## src/rtl/ahb_apb_bridge.sv

```systemverilog
// AHB-Lite to APB bridge on a single clock. Each AHB transfer is converted into one
// APB SETUP/ACCESS sequence. A slave error is returned as the two-cycle AHB ERROR response.
module ahb_apb_bridge #(
    parameter int unsigned SLOT_LSB = 8
) (
    input  logic        HCLK,
    input  logic        HRESETn,
    input  logic        HSEL,
    input  logic [31:0] HADDR,
    input  logic [1:0]  HTRANS,
    input  logic        HWRITE,
    input  logic [2:0]  HSIZE,
    input  logic        HREADY,
    input  logic [31:0] HWDATA,
    output logic        HREADYOUT,
    output logic        HRESP,
    output logic [31:0] HRDATA,
    output logic [31:0] PADDR,
    output logic [15:0] PSEL,
    output logic        PENABLE,
    output logic        PWRITE,
    output logic [31:0] PWDATA,
    input  logic [31:0] PRDATA,
    input  logic        PREADY,
    input  logic        PSLVERR
);

    typedef enum logic [2:0] {
        StIdle,
        StSetup,
        StAccess,
        StErr1,
        StErr2
    } state_e;

    state_e      state_q, state_d;
    logic [31:0] paddr_q, paddr_d;
    logic        pwrite_q, pwrite_d;
    logic [3:0]  slot_q, slot_d;

    logic capture;
    logic accept;

    // HSIZE is ignored (all accesses are 32-bit). HTRANS[0] only separates NONSEQ from SEQ.
    logic unused_inputs;
    assign unused_inputs = ^{HSIZE, HTRANS[0]};

    // NONSEQ and SEQ have HTRANS[1] set. IDLE and BUSY have it clear.
    assign capture = HSEL & HREADY & HTRANS[1];

    // Write data and read data pass straight through.
    // The master holds HWDATA stable while the bridge stalls.
    assign PWDATA = HWDATA;
    assign HRDATA = PRDATA;
    assign PADDR  = paddr_q;
    assign PWRITE = pwrite_q;

    // A new address phase is accepted only where the AHB side sees a completing cycle.
    always_comb begin
        accept = 1'b0;
        unique case (state_q)
            StIdle, StErr2: accept = 1'b1;
            StAccess:       accept = PREADY & ~PSLVERR;
            default:        accept = 1'b0;
        endcase
    end

    // State register and captured transfer attributes.
    always_ff @(posedge HCLK or negedge HRESETn) begin
        if (!HRESETn) begin
            state_q  <= StIdle;
            paddr_q  <= '0;
            pwrite_q <= 1'b0;
            slot_q   <= '0;
        end else begin
            state_q  <= state_d;
            paddr_q  <= paddr_d;
            pwrite_q <= pwrite_d;
            slot_q   <= slot_d;
        end
    end

    // Next-state logic.
    always_comb begin
        state_d = state_q;
        unique case (state_q)
            StIdle, StErr2: state_d = capture ? StSetup : StIdle;
            StSetup:        state_d = StAccess;
            StAccess: begin
                if (PREADY) begin
                    if (PSLVERR) begin
                        state_d = StErr1;
                    end else begin
                        state_d = capture ? StSetup : StIdle;
                    end
                end
            end
            StErr1:         state_d = StErr2;
            default:        state_d = StIdle;
        endcase
    end

    // Address, direction and slot load on an accepted capture and hold otherwise.
    always_comb begin
        paddr_d  = paddr_q;
        pwrite_d = pwrite_q;
        slot_d   = slot_q;
        if (accept && capture) begin
            paddr_d  = HADDR;
            pwrite_d = HWRITE;
            slot_d   = HADDR[SLOT_LSB +: 4];
        end
    end

    // Output decode from the current state.
    // ACCESS looks at the slave handshake within the same cycle.
    always_comb begin
        PSEL      = '0;
        PENABLE   = 1'b0;
        HREADYOUT = 1'b1;
        HRESP     = 1'b0;
        unique case (state_q)
            StIdle: begin
                HREADYOUT = 1'b1;
            end
            StSetup: begin
                PSEL      = 16'h0001 << slot_q;
                HREADYOUT = 1'b0;
            end
            StAccess: begin
                PSEL      = 16'h0001 << slot_q;
                PENABLE   = 1'b1;
                HREADYOUT = PREADY & ~PSLVERR;
                HRESP     = PREADY & PSLVERR;
            end
            StErr1: begin
                HREADYOUT = 1'b0;
                HRESP     = 1'b1;
            end
            StErr2: begin
                HREADYOUT = 1'b1;
                HRESP     = 1'b1;
            end
            default: begin
                HREADYOUT = 1'b1;
            end
        endcase
    end

endmodule

```

## config.mk

```make
export PLATFORM = sky130hd
export DESIGN_NAME = ahb_apb_bridge
export DESIGN_NICKNAME = d
export VERILOG_FILES = /design/src/rtl/ahb_apb_bridge.sv
export SDC_FILE = /design/constraint.sdc
export NUM_CORES = 1
export LEC_CHECK = 0
export ABC_AREA = 1
export CORE_UTILIZATION = 32
export DETAILED_ROUTE_END_ITERATION = 10
export PLACE_DENSITY = 0.86
export SETUP_SLACK_MARGIN = 0.4
export SKIP_CTS_REPAIR_TIMING = 1
export SLEW_MARGIN = 20
export SYNTH_ARGS = -nofsm -noshare
export SYNTH_HDL_FRONTEND = slang
export SYNTH_SLANG_ARGS = --single-unit
```

## constraint.sdc

```tcl
create_clock -name HCLK -period 3 [get_ports HCLK]
set_input_delay 0.9 -clock HCLK [delete_from_list [all_inputs] [get_ports HCLK]]
set_output_delay 0.9 -clock HCLK [all_outputs]
set_load 0.005 [all_outputs]
```

==> results of run 1 <==
-- per-stage QoR --
stage,total power [mW],cell area [um^2],util (%)
final,2.59,3000,43.9
after global routing,2.79,3000,43.9
after CTS,2.48,2850,41.7
after detailed placement,2.10,2750,40.3
after global placement,2.05,2750,40.3
after floorplan,1.47,2270,-
-- cells in the final DEF (no fill, tap or decap) --
master           netlist  final
nor3_2                 0      1
a21oi_1                1      1
a21oi_4                1      1
buf_6                  3      2
inv_2                  1      1
nor2_4                 0      1
buf_4                 66     11
dfrtp_2                0      3
nand2_2                2      2
inv_1                 18     17
nor2_1                14     12
nand3_2                0      1
nand4_1               33     33
dlymetal6s2s_1         0     15
dfrtp_1               36     33
buf_2                  8      1
clkbuf_8               0      7
nor3_1                 2      1
inv_4                  0      1
nand3_4                1      1
nand2_1               80     78
nand2_4                0      2
clkdlybuf4s50_1        0     75
nand3_1               15     14
o21ai_4                1      1
nor2_2                 1      2
-- sequential cells by signal (all words and copies together), names as in the netlist --
register / cells
state_q: 3
PWRITE: 1
PADDR: 32
-- area by class of cell --
class	count	area, um^2
clock buffer	7	96.3
fill	692	3830
inverter	19	73.8
multi-input combinational	151	753
sequential	36	905
tap	96	120
timing repair buffer	104	1050
-- kinds of logic (layout without fill, tap and decap cells) --
logic type             count (synthesis)  in the layout
AND/OR/NAND/NOR                      148            148
buffers and inverters                 98            130
flip-flops                            36             36
AO/OA/AOI/OAI                          3              3
-- cell usage after synthesis --
cell type  instances  area (um^2)
nand2_1           80          300
buf_4             66          495
dfrtp_1           36          901
nand4_1           33          206
inv_1             18         67.6
nand3_1           15         75.1
nor2_1            14         52.6
buf_2              8         40.0
buf_6              3         33.8
nand2_2            2         12.5
nor3_1             2         10.0
a21oi_1            1         5.00
a21oi_4            1         16.3
buf_1              1         3.75
clkbuf_1           1         3.75
inv_2              1         3.75
nand3_4            1         17.5
nor2_2             1         6.26
o21ai_4            1         16.3
-- worst min path at each step --
stage | endpoint | slack (ns) | cells after the start | from
floorplan | PADDR[0]$_DFFE_PN0P_ | 0.46 | 2 | PADDR[0]$_DFFE_PN0P_
global placement | PADDR[4]$_DFFE_PN0P_ | 0.45 | 2 | PADDR[4]$_DFFE_PN0P_
detailed placement | PADDR[24]$_DFFE_PN0P_ | 0.46 | 2 | PADDR[24]$_DFFE_PN0P_
CTS | PADDR[24]$_DFFE_PN0P_ | 0.48 | 2 | PADDR[24]$_DFFE_PN0P_
global route | PADDR[30]$_DFFE_PN0P_ | 0.50 | 2 | PADDR[30]$_DFFE_PN0P_
finish | PADDR[17]$_DFFE_PN0P_ | 0.47 | 2 | PADDR[17]$_DFFE_PN0P_
-- power breakdown --
group	switching (mW)	internal, mW
registers	0.195	0.714
logic	0.581	0.732
clock network	0.163	0.205
total	0.939	1.65
-- metal layers --
layer / global-route usage [%] / wire [um] / vias up
met3: 4.29 / 538 / 19
li1: - / - / 912
met4: 6.06 / 88 / 0
met5: 0 / 0 / -
met2: 26.5 / 2790 / 107
met1: 16.5 / 2140 / 912
-- worst min-delay path, cell delays in order, from the launching register on --
cell	delay [ns]
dfrtp_1	0.34
nand2_1	0.05
nand2_1	0.05
==> impl_metrics.tcl, run 1 <==
set metrics [dict create \
    initial_core_util_pct 33.2 \
    fmax_mhz 364 \
    synth_fp_nets 393 \
    finalWorstPathRequiredPeriod_ns 2.75 \
    hold_path.class "reg2reg" \
    clock_tree.root_cell "clkbuf_8" \
    numCtsBuffers 5 \
    place.detailed.hpwl_um 3770 \
    fin_worst_hold_slack_ns 0.474 \
    critPathMaxFanout 6 \
    clock_transition_at_the_registers_of_the_reported_paths_ns 0.07 \
    pre_cts_ws_ns -0.0471 \
    h-tree-depth 2 \
    clock_tree_from_tritoncts "done" \
    grt_usage_pct 14.8 \
    vias 1950 \
    post_layout_instance_count_excluding_filler_cells 413 \
    finalMaxSlewViolations 0 \
    worstSkewPairLatency_ns 0.28 \
    yosys_warnings 0 \
    outcome "finished, final reports clean" \
    synth_compound_area_share_pct 1.66 \
    maxSlewHeadroom_pct 45.2 \
    startpoint "state_q[2]$_DFFE_PN0P_" \
    number_of_buffers_and_inverters_on_the_critical_path 4 \
    register_bit_total_from_synthesis 36 \
    die_area_mm2 0.00743 \
    detailed_route_wire_length_um 5550 \
    place.port_buffers 91 \
    ys_seq_area_share_pct 39.7 \
    die-height_um 86.2 \
    crit_path_top_delay_cell "clkdlybuf4s50_1" \
    area.growth.synth_to_final_pct 32.2 \
    synth_xor_xnor_area_share_pct 0 \
    cp_data_required_time_ns 2.10 \
    timing.critical_path.cells "inv_4 > nand2_4 > o21ai_4 > buf_4 > nand2_1 > inv_1 > clkdlybuf4s50_1" \
    rows 30 \
    mappedNetlistArea_mm2 0.00227 \
    timing.critical_path.max_delay_family "buffers and inverters" \
    antenna_violations_before_repair 0 \
    drv.max_cap_violation_count 0 \
    timing.critical_path.arrival_ns 1.85 \
    n_antenna_cell 0 \
    timing.rr.end "PADDR[22]$_DFFE_PN0P_" \
    wl_per_cell_um 13.4 \
    tightest_slew_ns 0.821 \
    timing_worst_setup_path_type "reg2out" \
    grt_max_degree 37 \
    final.period_utilization_pct 91.7 \
    synth_simple_gate_area_share_pct 30.0 \
    irDropWorstVdd_mv 0.302 \
    floorplan.core_area_mm2 0.00683 \
    drive_above_1_share_pct 12.0 \
    synth_top_family_by_area "simple AND/OR/NAND/NOR gates" \
    syn_inst 285 \
    leakage_nw 1.67 \
    rsz0062_at_grt "yes" \
    setup_ws_ns 0.250 \
    grt_pass1_vias 1829 \
    drt.antenna.violating_nets 0 \
    areal_power_density_over_the_cells_mw_per_mm2 864 \
    launch_point_of_the_worst_reg_to_reg_path "state_q[2]$_DFFE_PN0P_" \
    grt_first_pass_wirelength_um 8710 \
    numClockSinks 36 \
    crit_cells 7 \
    timing.clock.skew_ns 0.00477 \
    routed_via_density 4.72 \
    crit_path_end "PSEL[3]" \
    floorplan.die.width_um 86.2 \
    drt-pass1-iter-count 4 \
    avgSynthCellArea_um2 7.95 \
    clockBufferDepth 2 \
    cp-start-kind "flop" \
    boundaryPins 224 \
    ys_types 19 \
    slowest_cell_delay_on_critical_path_ns 0.49 \
    setup_viol_count_final 0 \
    worstSetupEndpointType "output pin" \
    synth_mux_area_share_pct 0 \
    number_of_remaining_drc_errors 0 \
    r2r_setup_slack_ns 1.13 \
    nets 425 \
    synth_fa_ha_area_share_pct 0 \
    fin_tns_setup_ns 0 \
    drt-initial-drc-count 109 \
    dpl.cell_count 397 \
    final_hold_viol_count 0 \
    timing.reg2reg.worst_path_depth 6 \
    final_global_route_overflow_total 0 \
    place_congestion 0.826 \
]
No activity file was read; power rests on OpenSTA's default activity.
==> run 2: changes to the inputs <==
--- a/config.mk
+++ b/config.mk
@@ -6,6 +6,7 @@
 export NUM_CORES = 1
 export LEC_CHECK = 0
 export ABC_AREA = 1
+export CAP_MARGIN = 0
 export CORE_UTILIZATION = 32
 export DETAILED_ROUTE_END_ITERATION = 10
 export PLACE_DENSITY = 0.86
==> results of run 2 <==
No change in the layout: final DEF, timing and power equal those of run 1.
==> run 3: changes to the inputs <==
--- a/config.mk
+++ b/config.mk
@@ -7,6 +7,7 @@
 export LEC_CHECK = 0
 export ABC_AREA = 1
 export CAP_MARGIN = 0
+export CORE_ASPECT_RATIO = 0.5
 export CORE_UTILIZATION = 32
 export DETAILED_ROUTE_END_ITERATION = 10
 export PLACE_DENSITY = 0.86
==> impl_metrics.tcl, run 3 (same netlist as run 1, synthesis figures left out) <==
set metrics [dict create \
    crit_path_top_delay_cell "clkdlybuf4s50_1" \
    setup_viol_count_final 0 \
    initial_core_util_pct 33.6 \
    fin_area_mm2 0.00302 \
    slowest_cell_delay_on_critical_path_ns 0.51 \
    grt_first_pass_wirelength_um 8050 \
    launch_point_of_the_worst_reg_to_reg_path "state_q[2]$_DFFE_PN0P_" \
    numCtsBuffers 5 \
    p_int_mw 1.81 \
    timing.critical_path.arrival_ns 1.90 \
    startpoint "state_q[2]$_DFFE_PN0P_" \
    floorplan.core_area_mm2 0.00675 \
    place.port_buffers 91 \
    boundaryPins 224 \
    outcome "finished, final reports clean" \
    worstSetupEndpointType "output pin" \
    worstSkewPairLatency_ns 0.27 \
    irDropWorstVdd_mv 0.329 \
    grt-busiest-layer "met2" \
    finalMaxSlewViolations 0 \
    clock_tree.root_cell "clkbuf_16" \
    grt_max_degree 37 \
    globalRouteMet1Util_pct 17.0 \
    final_cell_mix "clkdlybuf4s50_1 (81), nand2_1 (79), dfrtp_1 (33), nand4_1 (33), inv_1 (17)" \
    number_of_buffers_and_inverters_on_the_critical_path 2 \
    maxSlewHeadroom_pct 47.2 \
    drt.antenna.violating_nets 0 \
    placed_cell_area_mm2 0.00275 \
    number_of_remaining_drc_errors 0 \
    nets 422 \
    timing.reg2reg.worst_path_depth 6 \
    worstHoldPathCells 2 \
    cp_data_required_time_ns 2.10 \
    switching_share_pct 34.5 \
    cp-start-kind "flop" \
    fin_tns_setup_ns 0 \
    rsz0062_at_grt "yes" \
    most_common_cell_after_layout_fill_and_taps_aside "clkdlybuf4s50_1" \
    h-tree-depth 2 \
    final_global_route_overflow_total 0 \
    gr-usage-met3_pct 5.19 \
    timing.hold.worst.start "PADDR[16]$_DFFE_PN0P_" \
    drt-pass1-iter-count 4 \
    detailed_route_wire_length_um 5580 \
    drt-initial-drc-count 74 \
    grt_pass1_vias 1622 \
    place.detailed.hpwl_um 3940 \
    critPathMaxFanout 6 \
    wl_per_cell_um 13.7 \
    drive_above_1_share_pct 11.1 \
    timing.rr.end "PADDR[19]$_DFFE_PN0P_" \
    final.period_utilization_pct 93.2 \
    die_area_mm2 0.00745 \
    clock_transition_at_the_registers_of_the_reported_paths_ns 0.06 \
    tightest_slew_ns 0.792 \
    globalRouteMet2Util_pct 24.5 \
    timing.critical_path.cells "inv_4 > nand2_4 > o21ai_4 > nand2_1 > nor2_1 > clkdlybuf4s50_1" \
    area.growth.synth_to_final_pct 33.0 \
    grt_usage_pct 14.1 \
    timing.critical_path.max_delay_family "buffers and inverters" \
    drv.max_cap_violation_count 0 \
    antenna_violations_before_repair 0 \
    areal_power_density_over_the_cells_mw_per_mm2 915 \
    finalWorstPathRequiredPeriod_ns 2.80 \
    fill_cells 629 \
    fmax_mhz 358 \
    leakage_nw 1.57 \
    fin_worst_hold_slack_ns 0.470 \
    timing.clock.skew_ns 0.00617 \
    r2r_setup_slack_ns 1.12 \
    power.share.sequential_pct 33.1 \
    flip_flop_count_of_the_largest_register_all_copies_and_words_added 32 \
    die-height_um 61.5 \
    hold_path.class "reg2reg" \
    place_congestion 0.767 \
    crit_path_end "PSEL[4]" \
    total_switching_power_uw 953 \
    rows 21 \
    n_antenna_cell 0 \
    combPwrFrac_pct 46.2 \
    timing_worst_setup_path_type "reg2out" \
    clock_tree_from_tritoncts "done" \
    numClockSinks 36 \
    crit_cells 6 \
    finalCoreUtilization_pct 44.7 \
    routed_via_density 4.44 \
    vias 1807 \
    final_hold_viol_count 0 \
    floorplan.die.width_um 121 \
    clockBufferDepth 2 \
    clock_power_share_pct 20.6 \
]
[run 3: worst min path at each step]
stage / endpoint
3_5_place_dp: PADDR[16]$_DFFE_PN0P_
2_1_floorplan: PADDR[0]$_DFFE_PN0P_
3_3_place_gp: PADDR[29]$_DFFE_PN0P_
5_1_grt: PADDR[3]$_DFFE_PN0P_
4_1_cts: PADDR[16]$_DFFE_PN0P_
6_report: PADDR[16]$_DFFE_PN0P_
[run 3: power groups by stage]
stage	logic [mW]	registers, mW	clock network, mW
after global routing	1.41	0.947	0.604
after floorplan	0.601	0.871	0
final	1.28	0.913	0.569
after CTS	1.21	0.900	0.582
after detailed placement	1.21	0.905	0
after global placement	1.19	0.888	0
[run 3: worst min-delay path, delay by kind of cell, from the launching register on]
| kind | cells | cell delay [ns] |
|---|---|---|
| AND/OR/NAND/NOR | 2 | 0.10 |
| flip-flops | 1 | 0.34 |
[run 3: layout make-up]
type	count	area [um^2]	share of cell area, %
Clock buffer	6	129	4.27
Clock inverter	2	35.0	1.16
Inverter	19	73.8	2.45
Multi-Input combinational cell	151	751	24.9
Sequential cell	36	905	30.0
Tap cell	92	115	3.82
Timing Repair Buffer	101	1010	33.4
[run 3: metrics by stage]
stage	setup WS [ns]	std cells	power [mW]
after global placement	-0.0317	394	2.08
after global routing	0.136	407	2.96
final	0.203	407	2.76
after CTS	-0.0404	402	2.69
after floorplan	0.676	285	1.47
after detailed placement	-0.0378	394	2.12
[run 3: layer usage]
layer,vias up,wire [um]
li1,907,-
met1,852,2390
met2,40,2800
met3,8,321
met4,0,61
met5,-,0
